--- src/rtl/prog_loader_pkg.sv ---
// Shared defaults and state encoding for the serial program loader.
package prog_loader_pkg;

  localparam int N_DEFAULT = 16;
  localparam int M_DEFAULT = 1024;

  typedef enum logic [2:0] {
    S_IDLE    = 3'd0,
    S_LEN_HI  = 3'd1,
    S_LEN_LO  = 3'd2,
    S_DATA_HI = 3'd3,
    S_DATA_LO = 3'd4,
    S_WRITE   = 3'd5,
    S_DONE    = 3'd6,
    S_ERR     = 3'd7
  } loader_state_t;

endpackage

--- src/rtl/prog_loader_if.sv ---
// Byte stream in, instruction-memory write port out.
// Handshake: a byte moves on a rising edge where byte_valid and byte_ready are both high;
// byte_in must be stable while byte_valid is high, and byte_ready never depends on byte_valid.
interface prog_loader_if #(parameter int N = 16);
  logic [7:0]   byte_in;
  logic         byte_valid;
  logic         byte_ready;
  logic [N-1:0] mem_addr;
  logic [N-1:0] mem_wdata;
  logic         mem_we;

  modport master (
    output byte_in, byte_valid,
    input  byte_ready, mem_addr, mem_wdata, mem_we
  );

  modport slave (
    input  byte_in, byte_valid,
    output byte_ready, mem_addr, mem_wdata, mem_we
  );
endinterface

--- src/rtl/prog_loader_word_pack.sv ---
// Holds the high byte of a pair and joins it with the current low byte into one word.
module word_pack #(
  parameter int N = 16
) (
  input  logic         clk,
  input  logic         rst_n,
  input  logic         load_hi,
  input  logic [7:0]   byte_in,
  output logic [N-1:0] word
);

  logic [7:0] hi_q, hi_d;

  always_comb begin
    hi_d = load_hi ? byte_in : hi_q;
  end

  always_ff @(posedge clk or negedge rst_n) begin
    if (!rst_n) hi_q <= '0;
    else        hi_q <= hi_d;
  end

  // Zero-extends the 16-bit pair to the instruction width.
  assign word = N'({hi_q, byte_in});

endmodule

--- src/rtl/prog_loader.sv ---
// Receives a length-prefixed byte stream, writes it to instruction memory from
// address 1 upward, and releases the CPU once the whole program is in place.
module prog_loader
  import prog_loader_pkg::*;
#(
  parameter int N = N_DEFAULT,
  parameter int M = M_DEFAULT
) (
  input  logic          clk,
  input  logic          rst_n,
  input  logic          start,
  prog_loader_if.slave  bus,
  output logic          cpu_run,
  output logic          done,
  output logic          err,
  output logic [N-1:0]  words_loaded,
  output loader_state_t state_dbg
);

  localparam logic [N:0]   MAX_L = (N+1)'(M - 1);
  localparam logic [N-1:0] ONE   = N'(1);

  loader_state_t state_q, state_d;
  logic [N-1:0]  len_q, len_d;
  logic [N-1:0]  wl_q, wl_d;
  logic [N-1:0]  addr_q, addr_d;
  logic [N-1:0]  wdata_q, wdata_d;
  logic          ready_q, ready_d;
  logic          we_q, we_d;
  logic          run_q, run_d;
  logic          done_q, done_d;
  logic          err_q, err_d;
  logic          xfer, load_hi;
  logic [N-1:0]  word, wl_inc;

  assign xfer    = bus.byte_valid && ready_q;
  assign load_hi = xfer && (state_q == S_LEN_HI || state_q == S_DATA_HI);
  assign wl_inc  = wl_q + ONE;

  word_pack #(.N(N)) u_word_pack (
    .clk     (clk),
    .rst_n   (rst_n),
    .load_hi (load_hi),
    .byte_in (bus.byte_in),
    .word    (word)
  );

  always_comb begin
    state_d = state_q;
    len_d   = len_q;
    wl_d    = wl_q;
    addr_d  = addr_q;
    wdata_d = wdata_q;
    case (state_q)
      S_IDLE, S_DONE, S_ERR: begin
        if (start) begin
          state_d = S_LEN_HI;
          wl_d    = '0;
        end
      end
      S_LEN_HI:  if (xfer) state_d = S_LEN_LO;
      S_LEN_LO: begin
        if (xfer) begin
          len_d = word;
          // Address 0 is the halt address, so at most M-1 words fit.
          if (word == '0)                state_d = S_DONE;
          else if ({1'b0, word} > MAX_L) state_d = S_ERR;
          else                           state_d = S_DATA_HI;
        end
      end
      S_DATA_HI: if (xfer) state_d = S_DATA_LO;
      S_DATA_LO: begin
        if (xfer) begin
          state_d = S_WRITE;
          addr_d  = wl_inc;
          wdata_d = word;
        end
      end
      S_WRITE: begin
        wl_d    = wl_inc;
        state_d = (wl_inc < len_q) ? S_DATA_HI : S_DONE;
      end
      default: state_d = S_IDLE;
    endcase

    // Outputs are decoded from the next state so they are registered alongside it.
    ready_d = (state_d == S_LEN_HI) || (state_d == S_LEN_LO) ||
              (state_d == S_DATA_HI) || (state_d == S_DATA_LO);
    we_d    = (state_d == S_WRITE);
    run_d   = (state_d == S_DONE);
    done_d  = (state_d == S_DONE);
    err_d   = (state_d == S_ERR);
  end

  always_ff @(posedge clk or negedge rst_n) begin
    if (!rst_n) begin
      state_q <= S_IDLE;
      len_q   <= '0;
      wl_q    <= '0;
      addr_q  <= '0;
      wdata_q <= '0;
      ready_q <= 1'b0;
      we_q    <= 1'b0;
      run_q   <= 1'b0;
      done_q  <= 1'b0;
      err_q   <= 1'b0;
    end else begin
      state_q <= state_d;
      len_q   <= len_d;
      wl_q    <= wl_d;
      addr_q  <= addr_d;
      wdata_q <= wdata_d;
      ready_q <= ready_d;
      we_q    <= we_d;
      run_q   <= run_d;
      done_q  <= done_d;
      err_q   <= err_d;
    end
  end

  assign bus.byte_ready = ready_q;
  assign bus.mem_we     = we_q;
  assign bus.mem_addr   = addr_q;
  assign bus.mem_wdata  = wdata_q;
  assign cpu_run        = run_q;
  assign done           = done_q;
  assign err            = err_q;
  assign words_loaded   = wl_q;
  assign state_dbg      = state_q;

endmodule

--- src/flat_wrapper.sv ---
// flat-port wrapper written by rule: the top's interface ports become plain ports
module prog_loader_flat import prog_loader_pkg::*;
#(
  parameter int N = N_DEFAULT,
  parameter int M = M_DEFAULT
)
  (clk, rst_n, start, cpu_run, done, err, words_loaded, state_dbg, bus_byte_in, bus_byte_valid, bus_byte_ready, bus_mem_addr, bus_mem_wdata, bus_mem_we);
  prog_loader_if #(.N(N)) bus_i ();
  input  logic clk;
  input  logic rst_n;
  input  logic start;
  output logic cpu_run;
  output logic done;
  output logic err;
  output logic [N-1:0] words_loaded;
  output loader_state_t state_dbg;
  input wire logic [$bits(bus_i.byte_in)-1:0] bus_byte_in;
  input wire logic [$bits(bus_i.byte_valid)-1:0] bus_byte_valid;
  output wire logic [$bits(bus_i.byte_ready)-1:0] bus_byte_ready;
  output wire logic [$bits(bus_i.mem_addr)-1:0] bus_mem_addr;
  output wire logic [$bits(bus_i.mem_wdata)-1:0] bus_mem_wdata;
  output wire logic [$bits(bus_i.mem_we)-1:0] bus_mem_we;
  assign bus_i.byte_in = bus_byte_in;
  assign bus_i.byte_valid = bus_byte_valid;
  assign bus_byte_ready = bus_i.byte_ready;
  assign bus_mem_addr = bus_i.mem_addr;
  assign bus_mem_wdata = bus_i.mem_wdata;
  assign bus_mem_we = bus_i.mem_we;
  prog_loader #(.N(N), .M(M)) u_core (.clk(clk), .rst_n(rst_n), .start(start), .bus(bus_i), .cpu_run(cpu_run), .done(done), .err(err), .words_loaded(words_loaded), .state_dbg(state_dbg));
endmodule
--- config.mk ---
export PLATFORM = sky130hd
export DESIGN_NAME = prog_loader_flat
export DESIGN_NICKNAME = d
export VERILOG_FILES = /design/src/rtl/prog_loader_pkg.sv /design/src/rtl/prog_loader_if.sv /design/src/rtl/prog_loader_word_pack.sv /design/src/rtl/prog_loader.sv /design/src/flat_wrapper.sv
export SDC_FILE = /design/constraint.sdc
export NUM_CORES = 1
export LEC_CHECK = 0
export CORE_MARGIN = 2
export CORE_UTILIZATION = 25
export DETAILED_ROUTE_END_ITERATION = 10
export GPL_TIMING_DRIVEN = 0
export SYNTH_ARGS = -nofsm -noshare
export SYNTH_HDL_FRONTEND = slang
export SYNTH_HIERARCHICAL = 1
export SYNTH_SLANG_ARGS = --single-unit
--- constraint.sdc ---
create_clock -name clk -period 8.3 [get_ports clk]
set_input_delay 1.66 -clock clk [delete_from_list [all_inputs] [get_ports clk]]
set_output_delay 1.66 -clock clk [all_outputs]
set_load 0.02 [all_outputs]
==> results of run 1 <==
-- stage by stage --
step	instance area, sq um	power, mW
after floorplan	3830	0.972
after global placement	4740	1.21
after detailed placement	4770	1.23
after CTS	5050	1.62
after global routing	5050	1.71
final	5050	1.60
-- flip-flops by register name, indices dropped and copies added (netlist names) --
signal and count:
u_core/words_loaded 16, u_core/bus.mem_we 1, u_core/bus.mem_wdata 16, u_core/done 1
u_core/len_q 16, u_core/u_word_pack/hi_q 8, u_core/bus.mem_addr 16, u_core/state_dbg 3
u_core/bus.byte_ready 1, u_core/err 1
-- kinds of logic after synthesis --
group / count (synthesis) / share of synthesized area
adder cells (fa/ha/maj): 16 / 0.0522
multiplexers: 26 / 0.0842
XOR/XNOR: 15 / 0.0343
AND/OR/NAND/NOR: 155 / 0.173
flip-flops: 79 / 0.515
AO/OA/AOI/OAI: 47 / 0.0829
buffers and inverters: 47 / 0.0581
-- layer usage --
layer  vias up  track usage
li1       1435            -
met1      1442        0.178
met2        67        0.204
met3        10       0.0321
met4         0       0.0394
met5         -            0
-- layout make-up --
type	instances	area, sq um	share of cell area
clock inverters	7	61.3	0.0121
well taps	188	235	0.0466
inverters	24	90.1	0.0178
repair buffers	68	696	0.138
clock buffers	9	225	0.0446
flip-flops and latches	79	1980	0.391
multi-input cells	259	1640	0.324
plain buffers	23	133	0.0263
-- cells in the mapped netlist, drive strengths merged, types with 3 or more instances --
library cell	number
nor2	16
a21oi	7
dfrtp	79
ha	16
nand3	14
mux2	26
nand2	105
nor4	4
buf	15
a22o	7
nor3	3
clkbuf	8
inv	24
o21ai	21
xnor2	7
xor2	8
-- power breakdown --
| part | total (mW) | switching, mW | internal [mW] |
|---|---|---|---|
| registers | 0.611 | 0.0965 | 0.515 |
| logic | 0.609 | 0.313 | 0.296 |
| clock network | 0.380 | 0.171 | 0.208 |
-- critical path: cells and delay by family --
family                 cells  cell delay (ns)
AOI/OAI and AO/OA          2             0.82
and+or+nand+nor            3             0.71
buffers and inverters      2             0.61
-- worst max path at each step --
stage | startpoint | to | cells past startpoint
2_1_floorplan | u_core/words_loaded[0] | u_core/bus.byte_ready | 13
3_3_place_gp | rst_n | u_core/bus.mem_wdata[1] | 1
3_5_place_dp | bus_byte_in[5] | u_core/done | 7
4_1_cts | bus_byte_in[5] | u_core/err | 7
5_1_grt | u_core/words_loaded[0] | u_core/bus.byte_ready | 13
6_report | bus_byte_in[5] | u_core/done | 7
==> results.sh, run 1 <==
export IMPL_post_cts_buffers=0
export IMPL_status="finished, final reports clean"
export IMPL_crit_type="in -> reg"
export IMPL_drc=0
export IMPL_ys_ff_latch=79
export IMPL_hold_end="u_core/bus.mem_addr[14]"
export IMPL_hold_buffers=0
export IMPL_row_count=45
export IMPL_drive_gt1_frac=0.139
export IMPL_met3_wirelength_um=394
export IMPL_synth_top_area_frac=0.515
export IMPL_reg2regPathDepth=13
export IMPL_antenna_found_initial=0
export IMPL_hold_viol_final=0
export IMPL_fin_tns_setup_ns=0
export IMPL_gr_usage_all_layers=0.130
export IMPL_clock_latency_ns=0.34
export IMPL_synth_area_leaders="dfrtp_1 52%, nand2_1 10%, mux2_2 5.3%"
export IMPL_routed_wl_met2_um=4660
export IMPL_io_buffers=67
export IMPL_num_vias=2954
export IMPL_vdd_drop_max_mv=0.130
export IMPL_clkSinkCount=79
export IMPL_path_max_fanout=4
export IMPL_final_net_count=492
export IMPL_synthDistinctLibCells=45
export IMPL_layout_min_cycle_time_ns=3.56
export IMPL_maxSlewHeadroom=0.509
export IMPL_avgRoutedWirePerCell_um=15.1
export IMPL_routed_top_layer="met4"
export IMPL_critPathLaunchType="input pin"
export IMPL_layout_commonest_cell="nand2_1"
export IMPL_drt_iter0_drc=168
export IMPL_drt_pass1_iter_count=4
export IMPL_die_area_sq_um=16300
export IMPL_fmax_mhz=281
export IMPL_p_per_area_nw_per_um2=317
export IMPL_holdPathStages=2
export IMPL_clkSlewWorstSetupHoldPaths_ns=0.06
export IMPL_r2r_end="u_core/done"
export IMPL_design_core_area_sq_um=15100
export IMPL_dieWidth_um=128
export IMPL_post_place_ws_ns=4.47
export IMPL_setup_violations=0
export IMPL_finalClockSkew_ns=0.00809
export IMPL_period_share=0.429
export IMPL_ant_nets=0
export IMPL_hp_start="u_core/bus.mem_addr[14]"
export IMPL_grt_pass1_vias=2958
export IMPL_cpPeakStageDelay_ns=0.68
export IMPL_worst_pin_slew_ns=0.718
export IMPL_cp_data_required_time_ns=8.54
export IMPL_syn_inst=385
export IMPL_worstPathArrival_ns=3.80
export IMPL_cts_resized=0
export IMPL_area_growth_pct=31.7
export IMPL_instances_no_fill=657
export IMPL_utilization=0.335
export IMPL_cts_tree="done"
export IMPL_ys_flop_type="dfrtp_1"
export IMPL_crit_chain="clkdlybuf4s50_1 > buf_4 > nor4_1 > nand3_1 > a2111oi_0 > a221oi_2 > nor3_1"
export IMPL_chipHeight_um=128
export IMPL_grt_max_degree=48
export IMPL_synth_nets=413
export IMPL_dp_cells=641
export IMPL_drv_cap=0
export IMPL_gp_congestion=0.819
export IMPL_start_util=0.254
export IMPL_synth_area_sq_um=3830
export IMPL_cp_slowest_cell="a2111oi_0"
export IMPL_root_buffer="clkbuf_16"
export IMPL_synth_warnings=6
export IMPL_wl_met1_um=4740
export IMPL_antennaDiodeCount=0
export IMPL_maxSlewViolCount=0
export IMPL_finalWirelength_um=9920
export IMPL_p_leak_nw=2.40
export IMPL_hold_ws_ns=0.477
export IMPL_final_cell_mix="104 x nand2_1, 79 x dfrtp_1, 66 x clkdlybuf4s50_1, 23 x inv_1, 20 x o21ai_0"
export IMPL_io_pins=68
export IMPL_rr_startpoint="u_core/words_loaded[0]"
export IMPL_via_per_inst=4.50
export IMPL_nFillCells=1575
export IMPL_rsz0062_at_grt="no"
export IMPL_synthDominantAreaCellType="dfrtp_1"
export IMPL_grt_first_pass_wirelength_um=16300
export IMPL_endpoint_kind="flop"
export IMPL_grt_overflow_total=0
export IMPL_clk_path_buf_depth=2
export IMPL_ff2ff_setup_slack_ns=4.81
export IMPL_fin_ws_ns=4.74
export IMPL_async_reset_ff_frac=1.00
export IMPL_cts_made_buffers=9
export IMPL_htreeDepth=3
export IMPL_syn_avg_cell_area_sq_um=9.96
export IMPL_synth_edff_count=0
export IMPL_hp_class="reg -> reg"
export IMPL_seq_area_frac_synth=0.515
export IMPL_place_hpwl_um=7380
No activity file was read; power rests on OpenSTA's default activity.
==> run 2: changes to the inputs <==
clock period = 2.9 ns   (was 8.3 ns; I/O delays follow)
==> run 2 against run 1 <==
Compared with the run above:
- final area rose by 9.1%
- worst hold slack got worse by 0.40 ns
- critical path depth is 3 higher
- first-iteration DRC count decreased by 18%
- non-clock buffer count rose by 26
- clock power rose to 2.8 times the previous value
- sequential power grew to 2.9 times the previous value
- power increased to 2.9 times the previous value
- setup slack got worse by 4.7 ns
- routed wire length increased by 7.8%
- sequential cell count unchanged
- critical path type is now reg -> reg
- largest cell class unchanged
==> results.sh, run 2 (same netlist as run 1, synthesis figures left out) <==
export IMPL_place_area_sq_um=4780
export IMPL_io_buffers=67
export IMPL_hp_class="in -> async"
export IMPL_p_leak_nw=2.61
export IMPL_clock_latency_ns=0.33
export IMPL_drt_iter0_drc=137
export IMPL_drt_pass1_iter_count=4
export IMPL_antenna_found_initial=0
export IMPL_root_buffer="clkbuf_16"
export IMPL_gr_usage_all_layers=0.130
export IMPL_fin_tns_setup_ns=0
export IMPL_finalClockSkew_ns=0.00650
export IMPL_nFillCells=1513
export IMPL_drc=0
export IMPL_io_pins=68
export IMPL_p_per_area_nw_per_um2=850
export IMPL_final_area_sq_um=5510
export IMPL_cp_data_required_time_ns=3.10
export IMPL_critPathLaunchType="flop"
export IMPL_place_hpwl_um=7300
export IMPL_maxSlewViolCount=0
export IMPL_cts_made_buffers=9
export IMPL_grt_pass1_vias=3111
export IMPL_worst_pin_slew_ns=0.838
export IMPL_chipHeight_um=128
export IMPL_avgRoutedWirePerCell_um=15.7
export IMPL_crit_chain="and4_4 > nand2_4 > nor3_1 > xnor2_1 > ha_1 > a21o_1 > a21oi_1 > nand3_4 > a221oi_4 > xnor2_1"
export IMPL_grt_first_pass_wirelength_um=16400
export IMPL_layout_min_cycle_time_ns=2.88
export IMPL_rsz0062_at_grt="yes"
export IMPL_cpPeakStageDelay_ns=0.41
export IMPL_cts_tree="done"
export IMPL_utilization=0.365
export IMPL_dieWidth_um=128
export IMPL_design_core_area_sq_um=15100
export IMPL_num_vias=3104
export IMPL_crit_type="reg -> reg"
export IMPL_fin_ws_ns=0.0249
export IMPL_die_area_sq_um=16300
export IMPL_drive_gt1_frac=0.267
export IMPL_hold_buffers=0
export IMPL_worstPathArrival_ns=3.08
export IMPL_period_share=0.991
export IMPL_final_cell_mix="102 x nand2_1, 69 x dfrtp_1, 66 x clkdlybuf4s50_1, 36 x buf_4, 22 x inv_1"
export IMPL_path_max_fanout=5
export IMPL_drv_cap=0
export IMPL_post_place_ws_ns=-0.379
export IMPL_instances_no_fill=683
export IMPL_maxSlewHeadroom=0.427
export IMPL_via_per_inst=4.54
export IMPL_setup_violations=0
export IMPL_area_growth_pct=43.8
export IMPL_dp_cells=641
export IMPL_endpoint_kind="flop"
export IMPL_hold_viol_final=0
export IMPL_clk_path_buf_depth=2
export IMPL_clkSlewWorstSetupHoldPaths_ns=0.06
export IMPL_crit_top_cell="xnor2_1"
export IMPL_grt_overflow_total=0
export IMPL_status="finished, final reports clean"
export IMPL_final_net_count=518
export IMPL_ant_nets=0
export IMPL_finalWirelength_um=10700
export IMPL_clkSinkCount=79
export IMPL_htreeDepth=3
export IMPL_fmax_mhz=348
export IMPL_gp_congestion=0.829
export IMPL_antennaDiodeCount=0
export IMPL_cp_slowest_cell="a221oi_4"
export IMPL_row_count=45
export IMPL_grt_max_degree=71
export IMPL_vdd_drop_max_mv=0.435
export IMPL_start_util=0.254
export IMPL_layout_commonest_cell="nand2_1"
run 2: cell count changes in the layout (fill, tap and decap cells not counted), moves of 4 or more:
cell | before | now
buf_4 | 10 | 36
dfrtp_1 | 79 | 69
dfrtp_2 | 0 | 10
nand3_1 | 13 | 8
xnor2_1 | 7 | 2
xnor2_2 | 0 | 5
xor2_1 | 8 | 4
run 2: stage by stage:
step | hold WS, ns | power [mW]
2_1_floorplan | 0.284 | 2.79
3_3_place_gp | 0.458 | 3.48
3_5_place_dp | 0.426 | 3.52
4_1_cts | 0.0652 | 4.65
5_1_grt | 0.0715 | 4.99
6_report | 0.0735 | 4.69
run 2: final cells by class:
type	count	area, sq um	area share
sequential	79	1990	0.361
multi-input combinational	259	1900	0.344
buffer	23	133	0.0241
timing repair buffer	94	891	0.162
tap	188	235	0.0427
inverter	24	90.1	0.0163
clock inverter	5	33.8	0.00613
clock buffer	11	243	0.0440
run 2: what timing repair did:
item,CTS,global route
setup buffers,18,8
pin swaps,8,21
cloned,0,0
setup endpoints to repair,5,4
gates resized for setup,24,25
run 2: worst paths after layout:
kind,startpoint,end,slack (ns),cells after the start
max,u_core/words_loaded[2],u_core/bus.byte_ready,0.02,10
min,rst_n,u_core/bus.mem_addr[9],0.07,1
max reg2reg,u_core/words_loaded[2],u_core/bus.byte_ready,0.02,10
min reg2reg,u_core/bus.mem_addr[2],u_core/bus.mem_addr[2],0.47,2
max in group asynchronous,rst_n,u_core/words_loaded[0],2.25,2
min in group clk,u_core/bus.mem_addr[2],u_core/bus.mem_addr[2],0.47,2
run 2: per-layer routing:
metal,GRT usage,part of all wire,routed length (um)
met2,0.213,0.48,5180
met4,0.0388,0.015,159
met5,0,0,0
met3,0.0296,0.039,422
met1,0.172,0.46,4920
run 2: where the power goes:
| group | total (mW) | internal (mW) | switching, mW |
|---|---|---|---|
| sequential | 1.75 | 1.48 | 0.276 |
| combinational | 1.89 | 0.923 | 0.967 |
| clock | 1.05 | 0.601 | 0.444 |
| total | 4.69 | 3.00 | 1.69 |
run 2: worst max-delay path, delay by kind of cell (launching register included):
family                     cells  cell delay [ns]
DFF                            1             0.37
and+or+nand+nor                4             0.80
xor gates and xnor gates       2             0.36
adders and majority gates      1             0.32
AOI/OAI and AO/OA              3             0.86
==> run 3: changes to the inputs <==
SKIP_CTS_REPAIR_TIMING = 1   (was not set)
==> run 3 against run 2 <==
Compared with the run above:
- the flow now finishes with violations (negative setup slack)
- non-clock buffer count down 7
- global-route usage is 0.71 points lower
- sequential share of layout area rose by 0.63 points
- combinational power barely moved
==> results.sh, run 3 (same netlist as run 1, synthesis figures left out) <==
export IMPL_status="finished with violations"
export IMPL_violations="negative setup slack"
export IMPL_clkSinkCount=79
export IMPL_maxSlewViolCount=0
export IMPL_dp_cells=641
export IMPL_hold_viol_final=0
export IMPL_fin_ws_ns=-0.00478
export IMPL_crit_type="reg -> reg"
export IMPL_routed_top_layer="met4"
export IMPL_design_core_area_sq_um=15100
export IMPL_drc=0
export IMPL_final_net_count=511
export IMPL_avgRoutedWirePerCell_um=15.0
export IMPL_grt_first_pass_wirelength_um=15500
export IMPL_setup_violations=1
export IMPL_cts_made_buffers=9
export IMPL_vdd_drop_max_mv=0.435
export IMPL_crit_top_cell="nand2_4"
export IMPL_ant_nets=0
export IMPL_worst_pin_slew_ns=0.841
export IMPL_via_per_inst=4.47
export IMPL_layout_min_cycle_time_ns=2.90
export IMPL_met3_wirelength_um=403
export IMPL_finalClockSkew_ns=0.00675
export IMPL_clock_latency_ns=0.34
export IMPL_num_vias=3024
export IMPL_endpoint_kind="flop"
export IMPL_routed_wl_met2_um=4840
export IMPL_antennaDiodeCount=0
export IMPL_fmax_mhz=344
export IMPL_critPathLaunchType="flop"
export IMPL_htreeDepth=3
export IMPL_grt_pass1_vias=2924
export IMPL_p_leak_nw=2.55
export IMPL_hp_class="in -> async"
export IMPL_cp_slowest_cell="or4b_4"
export IMPL_final_cell_mix="101 x nand2_1, 68 x dfrtp_1, 66 x clkdlybuf4s50_1, 29 x buf_4, 22 x inv_1"
export IMPL_dieWidth_um=128
export IMPL_cp_data_required_time_ns=3.11
export IMPL_antenna_found_initial=0
export IMPL_cts_tree="done"
export IMPL_rsz0062_at_grt="yes"
export IMPL_die_area_sq_um=16300
export IMPL_gp_congestion=0.829
export IMPL_io_buffers=67
export IMPL_instances_no_fill=676
export IMPL_post_place_ws_ns=-0.379
export IMPL_wl_met1_um=4770
export IMPL_grt_overflow_total=0
export IMPL_area_growth_pct=41.4
export IMPL_total_power_mw=4.66
export IMPL_chipHeight_um=128
export IMPL_drv_cap=0
export IMPL_clk_path_buf_depth=2
export IMPL_place_hpwl_um=7300
export IMPL_worst_path_buf_inv=1
export IMPL_root_buffer="clkbuf_16"
export IMPL_drt_iter0_drc=139
export IMPL_drt_pass1_iter_count=4
export IMPL_crit_chain="and4_4 > nand2_4 > nor2_4 > nand3_2 > xor2_2 > inv_2 > ha_4 > nand2_4 > nor3_4 > or4b_4 > nand3_4 > a221oi_4 > xnor2_1"
export IMPL_cpLargestDelayFamily="simple AND/OR/NAND/NOR gates"
export IMPL_start_util=0.254
export IMPL_path_max_fanout=5
export IMPL_grt_max_degree=71
export IMPL_p_per_area_nw_per_um2=860
export IMPL_clkSlewWorstSetupHoldPaths_ns=0.06
export IMPL_layout_commonest_cell="nand2_1"
export IMPL_cpPeakStageDelay_ns=0.49
export IMPL_drive_gt1_frac=0.252
export IMPL_row_count=45
export IMPL_maxSlewHeadroom=0.425
export IMPL_io_pins=68
export IMPL_worstPathArrival_ns=3.11
export IMPL_period_share=1.00
export IMPL_gr_usage_all_layers=0.123
export IMPL_finalWirelength_um=10200
-- run 3: cell types whose count changed in the layout (fill, tap and decap cells not counted), sizes merged --
cell  previous run  this run
buf             43        36
-- run 3: final timing paths --
check                                        from                      to  slack (ns)  cells past startpoint
max in group asynchronous                   rst_n  u_core/words_loaded[0]        2.26                      2
min in group clk           u_core/bus.mem_addr[2]  u_core/bus.mem_addr[2]        0.47                      2
min reg2reg                u_core/bus.mem_addr[2]  u_core/bus.mem_addr[2]        0.47                      2
max reg2reg                u_core/words_loaded[4]   u_core/bus.byte_ready      -0.005                     13
max                        u_core/words_loaded[4]   u_core/bus.byte_ready      -0.005                     13
min                                         rst_n  u_core/bus.mem_addr[9]        0.07                      1
-- run 3: final cells by class --
class                   count  area (sq um)
clock buffers              11           243
flip-flops and latches     79          1990
clock inverters             5          33.8
inverters                  24          90.1
fillers                  1521          9670
multi-input cells         259          1860
well taps                 188           235
plain buffers              23           133
repair buffers             87           838
-- run 3: per-layer routing --
metal | global-route usage | vias up
li1 | - | 1472
met1 | 0.167 | 1474
met2 | 0.196 | 67
met3 | 0.0288 | 11
met4 | 0.0349 | 0
met5 | 0 | -
-- run 3: through the flow --
step	hold WS, ns	util	setup TNS [ns]	instance area [sq um]
floorplan	0.284	-	0	3850
global placement	0.458	0.315	-124.07	4750
detailed placement	0.426	0.317	-1.55	4780
CTS	0.0653	0.335	-1.67	5050
global route	0.0707	0.359	-0.410	5420
finish	0.0697	0.359	-0.00478	5420
-- run 3: report_power, final --
group,internal (mW),total [mW],leakage (nW),switching [mW]
Sequential,1.48,1.75,1.01,0.278
Clock,0.601,1.04,0.132,0.443
Combinational,0.904,1.87,1.41,0.962
